**src/rtl/sdram_wr_arb.sv**
```systemverilog
// Two-requester round-robin arbiter for the SDRAM controller write-command port.
// A grant lasts BURST_LEN accepted beats, or ends early when the owner drops valid.
module sdram_wr_arb #(
    parameter int DW        = 16,
    parameter int AW        = 22,
    parameter int BURST_LEN = 8
) (
    input  logic          sdram_clk,
    input  logic          rst,
    input  logic [DW-1:0] r0_data,
    input  logic [AW-1:0] r0_addr,
    input  logic          r0_valid,
    output logic          r0_ready,
    input  logic [DW-1:0] r1_data,
    input  logic [AW-1:0] r1_addr,
    input  logic          r1_valid,
    output logic          r1_ready,
    output logic [DW-1:0] wr_data,
    output logic [AW-1:0] wr_addr,
    output logic          wr_valid,
    input  logic          wr_ready,
    output logic [1:0]    grant,
    output logic          busy
);

    localparam int CW = $clog2(BURST_LEN + 1);

    typedef enum logic [1:0] {
        IDLE = 2'd0,
        GNT0 = 2'd1,
        GNT1 = 2'd2
    } state_e;

    state_e          state_q, state_d;
    logic [CW-1:0]   beat_cnt_q, beat_cnt_d;
    logic            last_owner_q, last_owner_d;

    logic            own_valid;
    logic            oth_valid;
    logic            cur_owner;
    logic            accepted;
    logic            burst_done;

    assign grant    = {state_q == GNT1, state_q == GNT0};
    assign busy     = (state_q == GNT0) || (state_q == GNT1);
    assign r0_ready = wr_ready & grant[0];
    assign r1_ready = wr_ready & grant[1];
    assign wr_valid = own_valid;
    assign accepted = own_valid & wr_ready;

    // NOTE: every signal gets a default before the case so no path leaves it unassigned (no latch).
    always_comb begin
        own_valid = 1'b0;
        oth_valid = 1'b0;
        cur_owner = 1'b0;
        wr_data   = '0;
        wr_addr   = '0;
        unique case (state_q)
            GNT0: begin
                own_valid = r0_valid;
                oth_valid = r1_valid;
                cur_owner = 1'b0;
                wr_data   = r0_data;
                wr_addr   = r0_addr;
            end
            GNT1: begin
                own_valid = r1_valid;
                oth_valid = r0_valid;
                cur_owner = 1'b1;
                wr_data   = r1_data;
                wr_addr   = r1_addr;
            end
            default: ;
        endcase
    end

    assign burst_done = accepted && (beat_cnt_q == CW'(BURST_LEN - 1));

    always_comb begin
        state_d      = state_q;
        beat_cnt_d   = beat_cnt_q;
        last_owner_d = last_owner_q;
        unique case (state_q)
            IDLE: begin
                // On a tie the requester that did not own the port last wins.
                if (r0_valid && r1_valid) state_d = last_owner_q ? GNT0 : GNT1;
                else if (r0_valid)        state_d = GNT0;
                else if (r1_valid)        state_d = GNT1;
            end
            GNT0, GNT1: begin
                if (burst_done || !own_valid) begin
                    last_owner_d = cur_owner;
                    beat_cnt_d   = '0;
                    if (oth_valid)      state_d = cur_owner ? GNT0 : GNT1;
                    else if (own_valid) state_d = state_q;
                    else                state_d = IDLE;
                end else if (accepted) begin
                    beat_cnt_d = beat_cnt_q + CW'(1);
                end
            end
            default: state_d = IDLE;
        endcase
    end

    // NOTE: sequential state uses non-blocking assignments so all registers update together.
    always_ff @(posedge sdram_clk) begin
        if (rst) begin
            state_q      <= IDLE;
            beat_cnt_q   <= '0;
            last_owner_q <= 1'b1;
        end else begin
            state_q      <= state_d;
            beat_cnt_q   <= beat_cnt_d;
            last_owner_q <= last_owner_d;
        end
    end

endmodule

```
**config.mk**
```make
export PLATFORM = sky130hd
export DESIGN_NAME = sdram_wr_arb
export DESIGN_NICKNAME = d
export VERILOG_FILES = /design/src/rtl/sdram_wr_arb.sv
export SDC_FILE = /design/constraint.sdc
export NUM_CORES = 1
export LEC_CHECK = 0
export CAP_MARGIN = 40
export CELL_PAD_IN_SITES_DETAIL_PLACEMENT = 0
export CELL_PAD_IN_SITES_GLOBAL_PLACEMENT = 1
export CORE_MARGIN = 2
export CORE_UTILIZATION = 14
export DETAILED_ROUTE_END_ITERATION = 8
export GPL_ROUTABILITY_DRIVEN = 0
export PLACE_DENSITY_LB_ADDON = 0.05
export SETUP_SLACK_MARGIN = 0.05
export SLEW_MARGIN = 10
export SYNTH_ARGS = -nofsm -noshare
export SYNTH_HDL_FRONTEND = slang
export SYNTH_SLANG_ARGS = --single-unit
```
**constraint.sdc**
```tcl
create_clock -name sdram_clk -period 1.95 [get_ports sdram_clk]
set_clock_uncertainty 0.15 [all_clocks]
set_input_delay 0.2925 -clock sdram_clk [delete_from_list [all_inputs] [get_ports sdram_clk]]
set_output_delay 0.2925 -clock sdram_clk [all_outputs]
set_load 0.05 [all_outputs]
```
==> results summary <==
The final cell count without fillers is 385. The hold buffer count at CTS came out at 0. In the synthesized netlist the async set-or-reset flop fraction comes to 0%. The worst-margin pin slew is 0.254 ns.

The count of unresolved DRC violations after routing came out at 0. In this run the clock root is driven by a sky130_fd_sc_hd__clkbuf_8. After detailed placement, the total cell area comes to 0.00324 mm².

The number of buffer cells added on primary ports came out at 124. The end of the worst hold path is beat_cnt_q[0]. Max-cap violations in this run came to 0.

The Yosys step of the flow raised 0 warnings. The via density per instance came out at 4.44. The combinational cell fraction of total power is 88.3%. The final critical-path required period is 1.96 ns. The proportion of power drawn by flip-flops and latches is 5.6%. The number of antenna violations at the first check in global routing came to 0. The count of cells along the worst register-to-register path came out at 7. Static timing analysis puts the maximum clock frequency at 511 MHz. The clock-pin slew on the worst setup and hold paths is 0.04 ns. In this run the register-to-register setup slack is 0.12 ns. The final critical-path setup slack is -0.00829 ns. The final hold slack is 0.345 ns. The clock power share is 6.1%. Ranked by total cell area, the synthesized netlist is headed by sky130_fd_sc_hd__a22oi_1 (30%), sky130_fd_sc_hd__nor2_1 (17%), sky130_fd_sc_hd__dfxtp_1 (14%).

Setup violations remaining at the end of the flow were counted as 11. The startpoint identified for the worst register-to-register timing path is state_q[0]. The first global-routing pass estimated 9400 µm of wire.

The kind of path behind the tightest hold check is reg -> reg. The die is 87.9 µm wide. The sum of negative setup slack is -0.0557 ns. The maximum single-stage delay on the critical path came out at 0.35 ns. The number of placed instances, taps included, is 367. The final layout contains 376 nets. TritonCTS built the clock tree. The via count of the first global-routing pass is 1,740. The distinct cell type count after synthesis came out at 30.

The total leakage power is 1.24 nW. The worst slew margin relative to its limit came out at 82.9%. The die extent in y came out at 87.9 µm. The average wire per cell in the routed design is 16.0 µm. The core footprint came out at 0.00679 mm². The checks that failed: setup timing.

The length of the first detailed-routing pass in iterations came out at 4. The net count after synthesis came out at 233. Once layout is complete, the utilization of the core stands at 55.4%. Setup repair after global routing could not meet its margin everywhere.

At the placement stage, the worst setup path has a slack of -0.0510 ns. The endpoint of the worst-slack reg-to-reg timing path is beat_cnt_q[2]. The run finished, with violations left. The pin count of the biggest net entering global routing is 21. The highest fanout seen on the critical path is 6.

The number of vias in the routed layout came out at 1,709. The switching power of the nets came out at 1.65 mW. The die covers 0.00772 mm². Once detail routing completed, the nets flagged for antenna violations numbered 0. Walking the worst path, the cells encountered are inv_4 > ha_4 > buf_12 > clkbuf_16 > a22oi_2 > nor2_4 > buf_12. The number of buffers inserted during clock tree synthesis came out at 3. The number of levels the H-tree was split into is 1. In this run the cell area of the synthesized design comes to 985 µm². The starting density of the core came out at 14.5%. The boundary pin count is 125. The clock insertion delay at the later pin of the skew report is 0.23 ns.

The arrival time reported for the critical path endpoint came out at 1.52 ns. The critical path in this run is classified as reg -> out. The worst setup path is captured at an output port. The HPWL after detailed placement is 4310 µm. The master of the slowest instance on the critical path is sky130_fd_sc_hd__dfxtp_4. The largest area contributor in the netlist is sky130_fd_sc_hd__a22oi_1. Across every metal layer, demand over resource in global routing totals 15.6%. The proportion of total power due to net switching came out at 48.2%.

The number of cells on the worst hold path came out at 2. For this block, the initial DRC count from the detailed router was 41. Summed over all layers, the routed wires come to 6180 µm. The floorplan has 30 rows. The top cell type's share of synthesized area is 30.5%.

In the finished design, the share of the clock period the worst path needs comes to 100%. The number of endpoints with negative hold slack in the final report came out at 0. Fill cells in the final layout number 594. The fraction of final layout cells with drive strength greater than 1 came out at 59.2%. The total count of max-transition violations in the final report came out at 0. Summing the sequential cell areas from Yosys gives 14.2% of the chip area. VDD sags by at most 0.709 mV. The area growth from synthesis to layout came out at 282%. The worst path required time came out at 1.51 ns. The final instance area came out at 0.00376 mm². Counting stages on the worst path, the most repeated cell is sky130_fd_sc_hd__buf_12. The critical path launch point type is a register. In this run the mean area of a mapped cell was 6.70 µm².

The cell count after synthesis is 147. The overall power after layout came out at 3.42 mW. The number of synthesized flops with an enable pin came out at 0. The final antenna diode count is 0. The worst hold path begins at beat_cnt_q[0]. The number of clock sinks came out at 7. In this run the deepest clock path goes through 2 buffers. Internal power comes to 1.77 mW. The synthesized design contains 7 register bits.

The sum of overflow across all layers after global routing is 0. The total power density per cell area came out at 909 mW/mm². The most frequently used flop master after synthesis is sky130_fd_sc_hd__dfxtp_1.
## sequential cells by signal (all words and copies together), names as in the netlist
| signal | count |
|---|---|
| beat_cnt_q | 4 |
| state_q | 2 |
| last_owner_q | 1 |
## how the worst max path moves through the flow
stage               startpoint       endpoint  slack, ns
floorplan           state_q[0]     wr_addr[0]      -0.02
global placement      r0_valid  beat_cnt_q[2]      -0.02
detailed placement    r0_valid  beat_cnt_q[2]      -0.05
CTS                 state_q[0]     wr_addr[8]      -0.01
global route        state_q[0]     wr_data[2]      -0.06
finish              state_q[0]    wr_addr[11]     -0.008
## layout make-up
| cell class | instances | area [µm²] | share of cell area (%) |
|---|---|---|---|
| Timing Repair Buffer | 153 | 2120 | 56.2 |
| Multi-Input combinational cell | 122 | 1310 | 34.7 |
| Sequential cell | 7 | 148 | 3.92 |
| Tap cell | 96 | 120 | 3.19 |
| Clock buffer | 3 | 41.3 | 1.10 |
| Inverter | 3 | 28.8 | 0.764 |
| Clock inverter | 1 | 5.00 | 0.133 |
## synth_stat cells, types with 3 or more instances
cell type                  number
sky130_fd_sc_hd__nand2b_1       3
sky130_fd_sc_hd__o21ai_0        4
sky130_fd_sc_hd__dfxtp_1        7
sky130_fd_sc_hd__ha_1           5
sky130_fd_sc_hd__inv_1          3
sky130_fd_sc_hd__clkbuf_1      10
sky130_fd_sc_hd__nor2_1        45
sky130_fd_sc_hd__a22oi_1       40
## what timing repair did
action	4_1_cts	5_1_grt
setup endpoints to repair	40	44
pin swaps	43	8
endpoints found under the hold margin	0	0
gates cloned	4	1
gates resized for setup	53	4
setup buffers	9	0
## critical path: cells and delay by family (launching register included)
family	cells	cell delay (ns)
flip-flops	1	0.35
buffers and inverters	4	0.48
adder cells (fa/ha/maj)	1	0.18
AND/OR/NAND/NOR	1	0.07
AO/OA/AOI/OAI	1	0.20
## power groups by stage
stage	logic, mW	clock network (mW)	registers [mW]
2_1_floorplan	1.55	0	0.184
3_3_place_gp	2.51	0	0.190
3_5_place_dp	2.51	0	0.190
4_1_cts	3.02	0.213	0.192
5_1_grt	3.18	0.218	0.196
6_report	3.02	0.208	0.192
## logic make-up after synthesis
family / after synthesis / synth area share, %
AND/OR/NAND/NOR: 62 / 28.1
AO/OA/AOI/OAI: 53 / 41.0
buffers and inverters: 18 / 8.13
flip-flops: 7 / 14.2
adder cells (fa/ha/maj): 5 / 6.35
multiplexers: 2 / 2.16
## per-layer routing
| layer | track usage, % | routed length (µm) |
|---|---|---|
| met5 | 0 | 0 |
| met4 | 3.64 | 89 |
| met3 | 1.89 | 390 |
| met2 | 29.2 | 3220 |
| met1 | 19.0 | 2480 |
## cell usage in the layout (no fill, tap or decap), types with 2 or more instances in the layout
| master | count |
|---|---|
| sky130_fd_sc_hd__nand2b_1 | 3 |
| sky130_fd_sc_hd__clkbuf_8 | 3 |
| sky130_fd_sc_hd__nor2_4 | 39 |
| sky130_fd_sc_hd__buf_16 | 5 |
| sky130_fd_sc_hd__nand2_1 | 2 |
| sky130_fd_sc_hd__a21boi_0 | 2 |
| sky130_fd_sc_hd__nand3_1 | 2 |
| sky130_fd_sc_hd__buf_12 | 49 |
| sky130_fd_sc_hd__dfxtp_1 | 5 |
| sky130_fd_sc_hd__buf_6 | 3 |
| sky130_fd_sc_hd__a22oi_2 | 39 |
| sky130_fd_sc_hd__nor3b_1 | 2 |
| sky130_fd_sc_hd__ha_4 | 3 |
| sky130_fd_sc_hd__buf_4 | 14 |
| sky130_fd_sc_hd__clkdlybuf4s50_1 | 80 |
| sky130_fd_sc_hd__inv_4 | 2 |
| sky130_fd_sc_hd__ha_1 | 2 |
| sky130_fd_sc_hd__nor2_1 | 6 |
| sky130_fd_sc_hd__dfxtp_4 | 2 |
| sky130_fd_sc_hd__o21ai_0 | 4 |
Note: power is estimated with default switching activity, not from simulation.
